**src/rtl/batch_accumulator_if.sv**
```systemverilog
// Stream bundle around batch_accumulator: the sample input stream and the
// batch-sum output stream. The block itself connects through the slave
// modport; the producer/sink side uses the master modport.
interface batch_accumulator_if #(
  parameter int DATA_WIDTH = 16,
  parameter int ACC_WIDTH  = 21
);
  logic [DATA_WIDTH-1:0] s_axis_input_tdata;
  logic                  s_axis_input_tvalid;
  logic                  s_axis_input_tlast;
  logic                  s_axis_input_tready;
  logic [ACC_WIDTH-1:0]  m_axis_output_tdata;
  logic                  m_axis_output_tvalid;
  logic                  m_axis_output_tlast;
  logic                  m_axis_output_tready;

  modport slave (
    input  s_axis_input_tdata, s_axis_input_tvalid, s_axis_input_tlast,
    input  m_axis_output_tready,
    output s_axis_input_tready,
    output m_axis_output_tdata, m_axis_output_tvalid, m_axis_output_tlast
  );

  modport master (
    output s_axis_input_tdata, s_axis_input_tvalid, s_axis_input_tlast,
    output m_axis_output_tready,
    input  s_axis_input_tready,
    input  m_axis_output_tdata, m_axis_output_tvalid, m_axis_output_tlast
  );
endinterface

```
**src/rtl/batch_accumulator.sv**
```systemverilog
// batch_accumulator: sums groups of BATCH_SIZE signed samples and emits one
// widened sum per group. An input tlast closes the group early; the sum then
// carries tlast. Two states: ACCUM takes samples, EMIT holds the sum until
// the sink takes it. Input ready is a flop, so it never depends
// combinationally on the output ready.
module batch_accumulator #(
  parameter int DATA_WIDTH = 16,
  parameter int BATCH_SIZE = 32,
  parameter int ACC_WIDTH  = 21
) (
  input  logic               ap_clk,
  input  logic               ap_rst,
  batch_accumulator_if.slave axis
);

  localparam int CNT_WIDTH = $clog2(BATCH_SIZE + 1);
  localparam logic [CNT_WIDTH-1:0] CNT_LAST = CNT_WIDTH'(BATCH_SIZE - 1);

  // Parameter sanity: a too-narrow accumulator could wrap on a full batch.
  generate
    if (BATCH_SIZE < 1) begin : g_bad_batch
      $error("batch_accumulator: BATCH_SIZE must be at least 1");
    end
    if (ACC_WIDTH < DATA_WIDTH + $clog2(BATCH_SIZE)) begin : g_bad_acc
      $error("batch_accumulator: ACC_WIDTH too narrow for DATA_WIDTH and BATCH_SIZE");
    end
  endgenerate

  typedef enum logic {
    ST_ACCUM = 1'b0,
    ST_EMIT  = 1'b1
  } state_t;

  state_t                 state_q, state_d;
  logic [ACC_WIDTH-1:0]   acc_q, acc_d;
  logic [CNT_WIDTH-1:0]   cnt_q, cnt_d;
  logic [ACC_WIDTH-1:0]   sum_q, sum_d;
  logic                   last_q, last_d;
  logic                   in_ready_q, in_ready_d;

  logic [DATA_WIDTH-1:0]  sample;
  logic [ACC_WIDTH-1:0]   sample_ext;
  logic [ACC_WIDTH-1:0]   acc_plus;
  logic                   accept;

  assign sample     = axis.s_axis_input_tdata;
  assign sample_ext = ACC_WIDTH'($signed(sample));
  assign acc_plus   = acc_q + sample_ext;
  assign accept     = axis.s_axis_input_tvalid & in_ready_q;

  assign axis.s_axis_input_tready  = in_ready_q;
  assign axis.m_axis_output_tvalid = (state_q == ST_EMIT);
  assign axis.m_axis_output_tdata  = sum_q;
  assign axis.m_axis_output_tlast  = last_q;

  // Next-state logic: accumulate, close a batch into the output register, release on handshake.
  always_comb begin
    state_d    = state_q;
    acc_d      = acc_q;
    cnt_d      = cnt_q;
    sum_d      = sum_q;
    last_d     = last_q;
    in_ready_d = in_ready_q;
    unique case (state_q)
      ST_ACCUM: begin
        // Ready comes up on the first edge out of reset and stays up in ACCUM.
        in_ready_d = 1'b1;
        if (accept) begin
          if ((cnt_q == CNT_LAST) || axis.s_axis_input_tlast) begin
            sum_d      = acc_plus;
            last_d     = axis.s_axis_input_tlast;
            acc_d      = '0;
            cnt_d      = '0;
            state_d    = ST_EMIT;
            in_ready_d = 1'b0;
          end else begin
            acc_d = acc_plus;
            cnt_d = cnt_q + CNT_WIDTH'(1);
          end
        end
      end
      ST_EMIT: begin
        // Sum and tlast stay frozen until the sink takes them.
        in_ready_d = 1'b0;
        if (axis.m_axis_output_tready) begin
          state_d    = ST_ACCUM;
          in_ready_d = 1'b1;
        end
      end
      default: begin
        state_d    = ST_ACCUM;
        in_ready_d = 1'b0;
      end
    endcase
  end

  // State register; reset discards any partial batch and pending sum.
  always_ff @(posedge ap_clk) begin
    if (ap_rst) begin
      state_q    <= ST_ACCUM;
      acc_q      <= '0;
      cnt_q      <= '0;
      sum_q      <= '0;
      last_q     <= 1'b0;
      in_ready_q <= 1'b0;
    end else begin
      state_q    <= state_d;
      acc_q      <= acc_d;
      cnt_q      <= cnt_d;
      sum_q      <= sum_d;
      last_q     <= last_d;
      in_ready_q <= in_ready_d;
    end
  end

endmodule
```
**src/flat_wrapper.sv**
```systemverilog
// flat-port wrapper written by rule: the top's interface ports become plain ports
module batch_accumulator_flat 
#(
  parameter int DATA_WIDTH = 16,
  parameter int BATCH_SIZE = 32,
  parameter int ACC_WIDTH  = 21
)
  (ap_clk, ap_rst, axis_s_axis_input_tdata, axis_s_axis_input_tvalid, axis_s_axis_input_tlast, axis_m_axis_output_tready, axis_s_axis_input_tready, axis_m_axis_output_tdata, axis_m_axis_output_tvalid, axis_m_axis_output_tlast);
  batch_accumulator_if #(.DATA_WIDTH(DATA_WIDTH), .ACC_WIDTH(ACC_WIDTH)) axis_i ();
  input  logic ap_clk;
  input  logic ap_rst;
  input wire logic [$bits(axis_i.s_axis_input_tdata)-1:0] axis_s_axis_input_tdata;
  input wire logic [$bits(axis_i.s_axis_input_tvalid)-1:0] axis_s_axis_input_tvalid;
  input wire logic [$bits(axis_i.s_axis_input_tlast)-1:0] axis_s_axis_input_tlast;
  input wire logic [$bits(axis_i.m_axis_output_tready)-1:0] axis_m_axis_output_tready;
  output wire logic [$bits(axis_i.s_axis_input_tready)-1:0] axis_s_axis_input_tready;
  output wire logic [$bits(axis_i.m_axis_output_tdata)-1:0] axis_m_axis_output_tdata;
  output wire logic [$bits(axis_i.m_axis_output_tvalid)-1:0] axis_m_axis_output_tvalid;
  output wire logic [$bits(axis_i.m_axis_output_tlast)-1:0] axis_m_axis_output_tlast;
  assign axis_i.s_axis_input_tdata = axis_s_axis_input_tdata;
  assign axis_i.s_axis_input_tvalid = axis_s_axis_input_tvalid;
  assign axis_i.s_axis_input_tlast = axis_s_axis_input_tlast;
  assign axis_i.m_axis_output_tready = axis_m_axis_output_tready;
  assign axis_s_axis_input_tready = axis_i.s_axis_input_tready;
  assign axis_m_axis_output_tdata = axis_i.m_axis_output_tdata;
  assign axis_m_axis_output_tvalid = axis_i.m_axis_output_tvalid;
  assign axis_m_axis_output_tlast = axis_i.m_axis_output_tlast;
  batch_accumulator #(.DATA_WIDTH(DATA_WIDTH), .BATCH_SIZE(BATCH_SIZE), .ACC_WIDTH(ACC_WIDTH)) u_core (.ap_clk(ap_clk), .ap_rst(ap_rst), .axis(axis_i));
endmodule
```
**config.mk**
```make
export PLATFORM = sky130hd
export DESIGN_NAME = batch_accumulator_flat
export DESIGN_NICKNAME = d
export VERILOG_FILES = /design/src/rtl/batch_accumulator_if.sv /design/src/rtl/batch_accumulator.sv /design/src/flat_wrapper.sv
export SDC_FILE = /design/constraint.sdc
export NUM_CORES = 1
export LEC_CHECK = 0
export ABC_CLOCK_PERIOD_IN_PS = 2200
export CORE_UTILIZATION = 40
export DETAILED_ROUTE_END_ITERATION = 8
export HOLD_SLACK_MARGIN = 0.03
export PLACE_DENSITY_LB_ADDON = 0.05
export SYNTH_ARGS = -nofsm -noshare
export SYNTH_HDL_FRONTEND = slang
export SYNTH_SLANG_ARGS = --single-unit
```
**constraint.sdc**
```tcl
create_clock -name ap_clk -period 2.2 [get_ports ap_clk]
set_input_delay 0.33 -clock ap_clk [delete_from_list [all_inputs] [get_ports ap_clk]]
set_output_delay 0.33 -clock ap_clk [all_outputs]
set_load 0.05 [all_outputs]
```
==> results.py, run 1 <==
metrics = {
    "cells_and_area": {
        "final_design_area_no_fill_sq_mm": 0.00442,
        "fin_cells": 540,
        "n_antenna_cell": 0,
        "layout_area_overhead_pct": 52.3,
        "final_nets": 486,
        "post_route_cells_drive_above_1_share_pct": 31.8,
        "n_fill_cell": 623,
    },
    "clock_network": {
        "tritoncts": "built",
        "h-tree-depth": 2,
        "root_buffer": "sky130_fd_sc_hd__clkbuf_8",
        "clock_latency_ns": 0.32,
        "path_clk_slew_ns": 0.11,
        "numClockSinks": 51,
        "cts_made_buffers": 5,
        "clk_path_buf_depth": 2,
    },
    "grt": {
        "grt_pass1_vias": 2847,
        "track_usage_pct": 22.4,
        "largest_net_degree_at_the_start_of_global_routing": 36,
        "first_pass_grt_wire_length_mm": 13.3,
        "grt.overflow.total": 0,
        "number_of_antenna_violations_at_the_first_check_in_global_routing": 0,
    },
    "power": {
        "comb_power_share_pct": 26.3,
        "switchingPower_mw": 0.702,
        "power.ir.vdd_worst_v": 0.000260,
        "sequentialPowerShare_pct": 42.7,
        "p_leak_nw": 1.84,
        "p_per_area_mw_per_mm2": 519,
        "intPower_mw": 1.59,
        "p_sw_share_pct": 30.6,
        "pwr-share-clk_pct": 31.0,
    },
    "synth": {
        "syn_nets": 374,
        "yosys.cell_types.count": 55,
        "syn_area_sq_mm": 0.00290,
        "netlist_top_cells_count": "51 x sky130_fd_sc_hd__dfxtp_1, 41 x sky130_fd_sc_hd__nand2_1, 34 x sky130_fd_sc_hd__a21oi_1",
        "post_synth_fa_ha_maj_area_fraction_pct": 9.75,
        "synthDominantAreaCellType": "sky130_fd_sc_hd__dfxtp_1",
        "synth-simple-area-share_pct": 19.9,
        "number_of_enable_type_register_cells_in_the_synthesized_netlist": 0,
        "yosys_register_bits": 51,
        "post_synth.cell_area_avg_sq_um": 8.76,
        "xor_xnor_cell_area_share_of_the_yosys_netlist_pct": 6.64,
        "netlist_instances": 331,
        "async_flop_share_pct": 0,
        "compound_gate_fraction_of_synth_area_pct": 25.5,
        "main_combinational_cell_family_by_area_after_synthesis": "compound AO/OA/AOI/OAI gates",
        "netlist.area_leader.share_pct": 35.2,
        "synth_top_cells_by_area": "sky130_fd_sc_hd__dfxtp_1 35%, sky130_fd_sc_hd__ha_1 9.1%, sky130_fd_sc_hd__a21oi_1 5.9%",
        "yosys.cell_count.top_type": "sky130_fd_sc_hd__dfxtp_1",
        "synth.area.mux_share_pct": 0.345,
        "ys_dominant_reg_cell": "sky130_fd_sc_hd__dfxtp_1",
        "yosysSeqAreaShare_pct": 35.2,
        "yosysWarningCount": 0,
    },
    "timing": {
        "period_needed_ns": 2.34,
        "max_slew.worst_pin.slew_ns": 1.14,
        "timing.final.hold_violations": 0,
        "grt_setup_unrepaired": "true",
        "finalClockSkew_ns": 0.00856,
        "maxSlewHeadroom_pct": 23.7,
        "timing_max_transition_violations_final": 0,
        "clock.fmax_mhz": 428,
        "timing.final.ws_setup_ns": -0.138,
        "min_period_over_period_pct": 106,
        "timing.final.setup_violations": 12,
    },
    "setup_path": {
        "startpoint_type": "flip-flop",
        "timing.critical_path.to_type": "flip-flop",
        "cp_data_arrival_time_ns": 2.55,
        "timing.critical_path.required_ns": 2.42,
        "timing.critical_path.fanout_max": 2,
        "crit_type": "reg -> reg",
    },
    "detailed_routing": {
        "vias": 2837,
        "route.detailed.drc": 0,
        "vias_per_cell": 5.25,
        "detail_route.wl_per_cell_microns": 15.0,
        "antenna_violating_nets_post_route": 0,
        "drtPass1Iterations": 4,
        "drt-initial-drc-count": 74,
        "postRouteWirelength_mm": 8.09,
    },
    "outcome": {
        "outcome": "complete, but fails checks",
        "failed_checks": "negative setup slack",
    },
    "worst_hold_path": {
        "timing.hold.worst.class": "reg -> reg",
    },
    "placement": {
        "placed_area_sq_mm": 0.00390,
        "gp_congestion": 0.859,
        "detailedPlacementHpwl_mm": 5.70,
        "buffer_ports.inserted": 44,
        "place.detailed.instances": 517,
    },
    "floorplan": {
        "effective_utilization_at_floorplan_pct": 42.0,
        "die-area_sq_mm": 0.00760,
        "die_h_microns": 87.2,
        "design.core.area_sq_mm": 0.00691,
        "num_rows": 30,
        "design.portCount": 45,
        "width_of_the_die_microns": 87.2,
    },
    "job": {
        "max_cap_viol_count": 0,
    },
}
[layout by cell type (no fill, tap or decap), types with 3 or more instances in the layout]
master,n
sky130_fd_sc_hd__xor2_1,8
sky130_fd_sc_hd__ha_4,12
sky130_fd_sc_hd__nand2_1,40
sky130_fd_sc_hd__nor3_1,6
sky130_fd_sc_hd__dlygate4sd2_1,9
sky130_fd_sc_hd__and2_1,4
sky130_fd_sc_hd__buf_4,77
sky130_fd_sc_hd__dfxtp_2,5
sky130_fd_sc_hd__a22oi_1,6
sky130_fd_sc_hd__nand4b_1,3
sky130_fd_sc_hd__a211oi_2,3
sky130_fd_sc_hd__ha_1,9
sky130_fd_sc_hd__clkdlybuf4s50_1,35
sky130_fd_sc_hd__xnor2_1,10
sky130_fd_sc_hd__o21ai_0,4
sky130_fd_sc_hd__nand3b_1,4
sky130_fd_sc_hd__buf_6,3
sky130_fd_sc_hd__nor2b_1,6
sky130_fd_sc_hd__a21oi_1,27
sky130_fd_sc_hd__nand3_2,3
sky130_fd_sc_hd__clkbuf_8,5
sky130_fd_sc_hd__and3_1,4
sky130_fd_sc_hd__nor2_1,16
sky130_fd_sc_hd__nor3b_1,5
sky130_fd_sc_hd__a21oi_2,7
sky130_fd_sc_hd__dfxtp_1,46
sky130_fd_sc_hd__nand3_1,11
sky130_fd_sc_hd__a22o_1,11
sky130_fd_sc_hd__a21o_1,13
[power by group through the flow]
stage / clock network (mW) / registers [mW] / logic [mW]
after CTS: 0.719 / 0.980 / 0.578
final: 0.711 / 0.980 / 0.604
after global routing: 0.750 / 0.985 / 0.652
after global placement: 0 / 0.997 / 0.538
after floorplan: 0 / 1.06 / 0.246
after detailed placement: 0 / 0.997 / 0.540
[layout make-up]
cell class              instances  area (sq um)  area share, %
flip-flops and latches         51          1030           23.3
repair buffers                124          1040           23.6
well taps                      96           120           2.72
clock inverters                 3          46.3           1.05
clock buffers                   5          68.8           1.56
multi-input cells             261          2110           47.9
[layer usage]
layer	share of wire, %	wire length (microns)	GRT usage, %
met5	0	0	0
met4	1.0	81	5.51
met3	2.7	217	3.13
met2	48	3890	38.4
met1	48	3900	29.8
[per-stage QoR]
stage          hold WS, ns  worst slack, ns  util (%)  setup TNS (ns)  power (mW)
6_report             0.459           -0.138      64.0          -0.704        2.29
3_3_place_gp         0.444           -0.566      56.5          -12.93        1.53
4_1_cts              0.462          -0.0825      62.2          -0.257        2.28
3_5_place_dp         0.447           -0.590      56.5          -13.06        1.54
5_1_grt              0.480           -0.225      64.0           -2.66        2.39
2_1_floorplan        0.436          0.00665         -               0        1.30
[kinds of logic (layout without fill, tap and decap cells)]
family | count (synthesis) | count (layout)
simple gates | 116 | 116
xor+xnor | 22 | 22
fa+ha+maj | 22 | 22
compound gates | 100 | 100
flops | 51 | 51
buf+inv | 19 | 132
mux | 1 | 1
[flip-flops by register name, summed over array words and instances, names as in the netlist]
signal	count
u_core.axis.m_axis_output_tlast	1
u_core.axis.s_axis_input_tready	1
u_core.acc_q	21
u_core.cnt_q	6
u_core.axis.m_axis_output_tvalid	1
u_core.axis.m_axis_output_tdata	21
[final timing paths]
path,startpoint,endpoint,slack [ns],cells past startpoint
hold / removal,u_core.axis.m_axis_output_tdata[7],u_core.axis.m_axis_output_tdata[7],0.46,2
setup reg to reg,u_core.acc_q[0],u_core.acc_q[18],-0.14,8
hold reg to reg,u_core.axis.m_axis_output_tdata[7],u_core.axis.m_axis_output_tdata[7],0.46,2
setup / recovery,u_core.acc_q[0],u_core.acc_q[18],-0.14,8
[worst max-delay path, cell delays in order, from the launching register on]
cell and delay [ns]:
sky130_fd_sc_hd__dfxtp_2 0.35, sky130_fd_sc_hd__ha_4 0.16, sky130_fd_sc_hd__fa_2 0.37, sky130_fd_sc_hd__a21oi_2 0.15, sky130_fd_sc_hd__nand4b_1 0.16, sky130_fd_sc_hd__a211o_1 0.19, sky130_fd_sc_hd__a21oi_2 0.08, sky130_fd_sc_hd__or4_4 0.54
sky130_fd_sc_hd__a32o_1 0.23
[what timing repair did]
action                                  4_1_cts  5_1_grt
pin swaps                                    28       28
endpoints found under the setup margin       24       30
resized for setup                            35       23
hold buffers                                  0        0
setup buffers                                15        5
hold endpoints to repair                      0        0
No activity file was read; power rests on OpenSTA's default activity.
==> run 2: changes to the inputs <==
--- a/config.mk
+++ b/config.mk
@@ -7,6 +7,7 @@
 export LEC_CHECK = 0
 export ABC_CLOCK_PERIOD_IN_PS = 2200
 export CORE_UTILIZATION = 40
+export CTS_CLUSTER_DIAMETER = 80
 export DETAILED_ROUTE_END_ITERATION = 8
 export HOLD_SLACK_MARGIN = 0.03
 export PLACE_DENSITY_LB_ADDON = 0.05
==> results of run 2 <==
The final DEF is identical to that of run 1; final timing and power are the same.
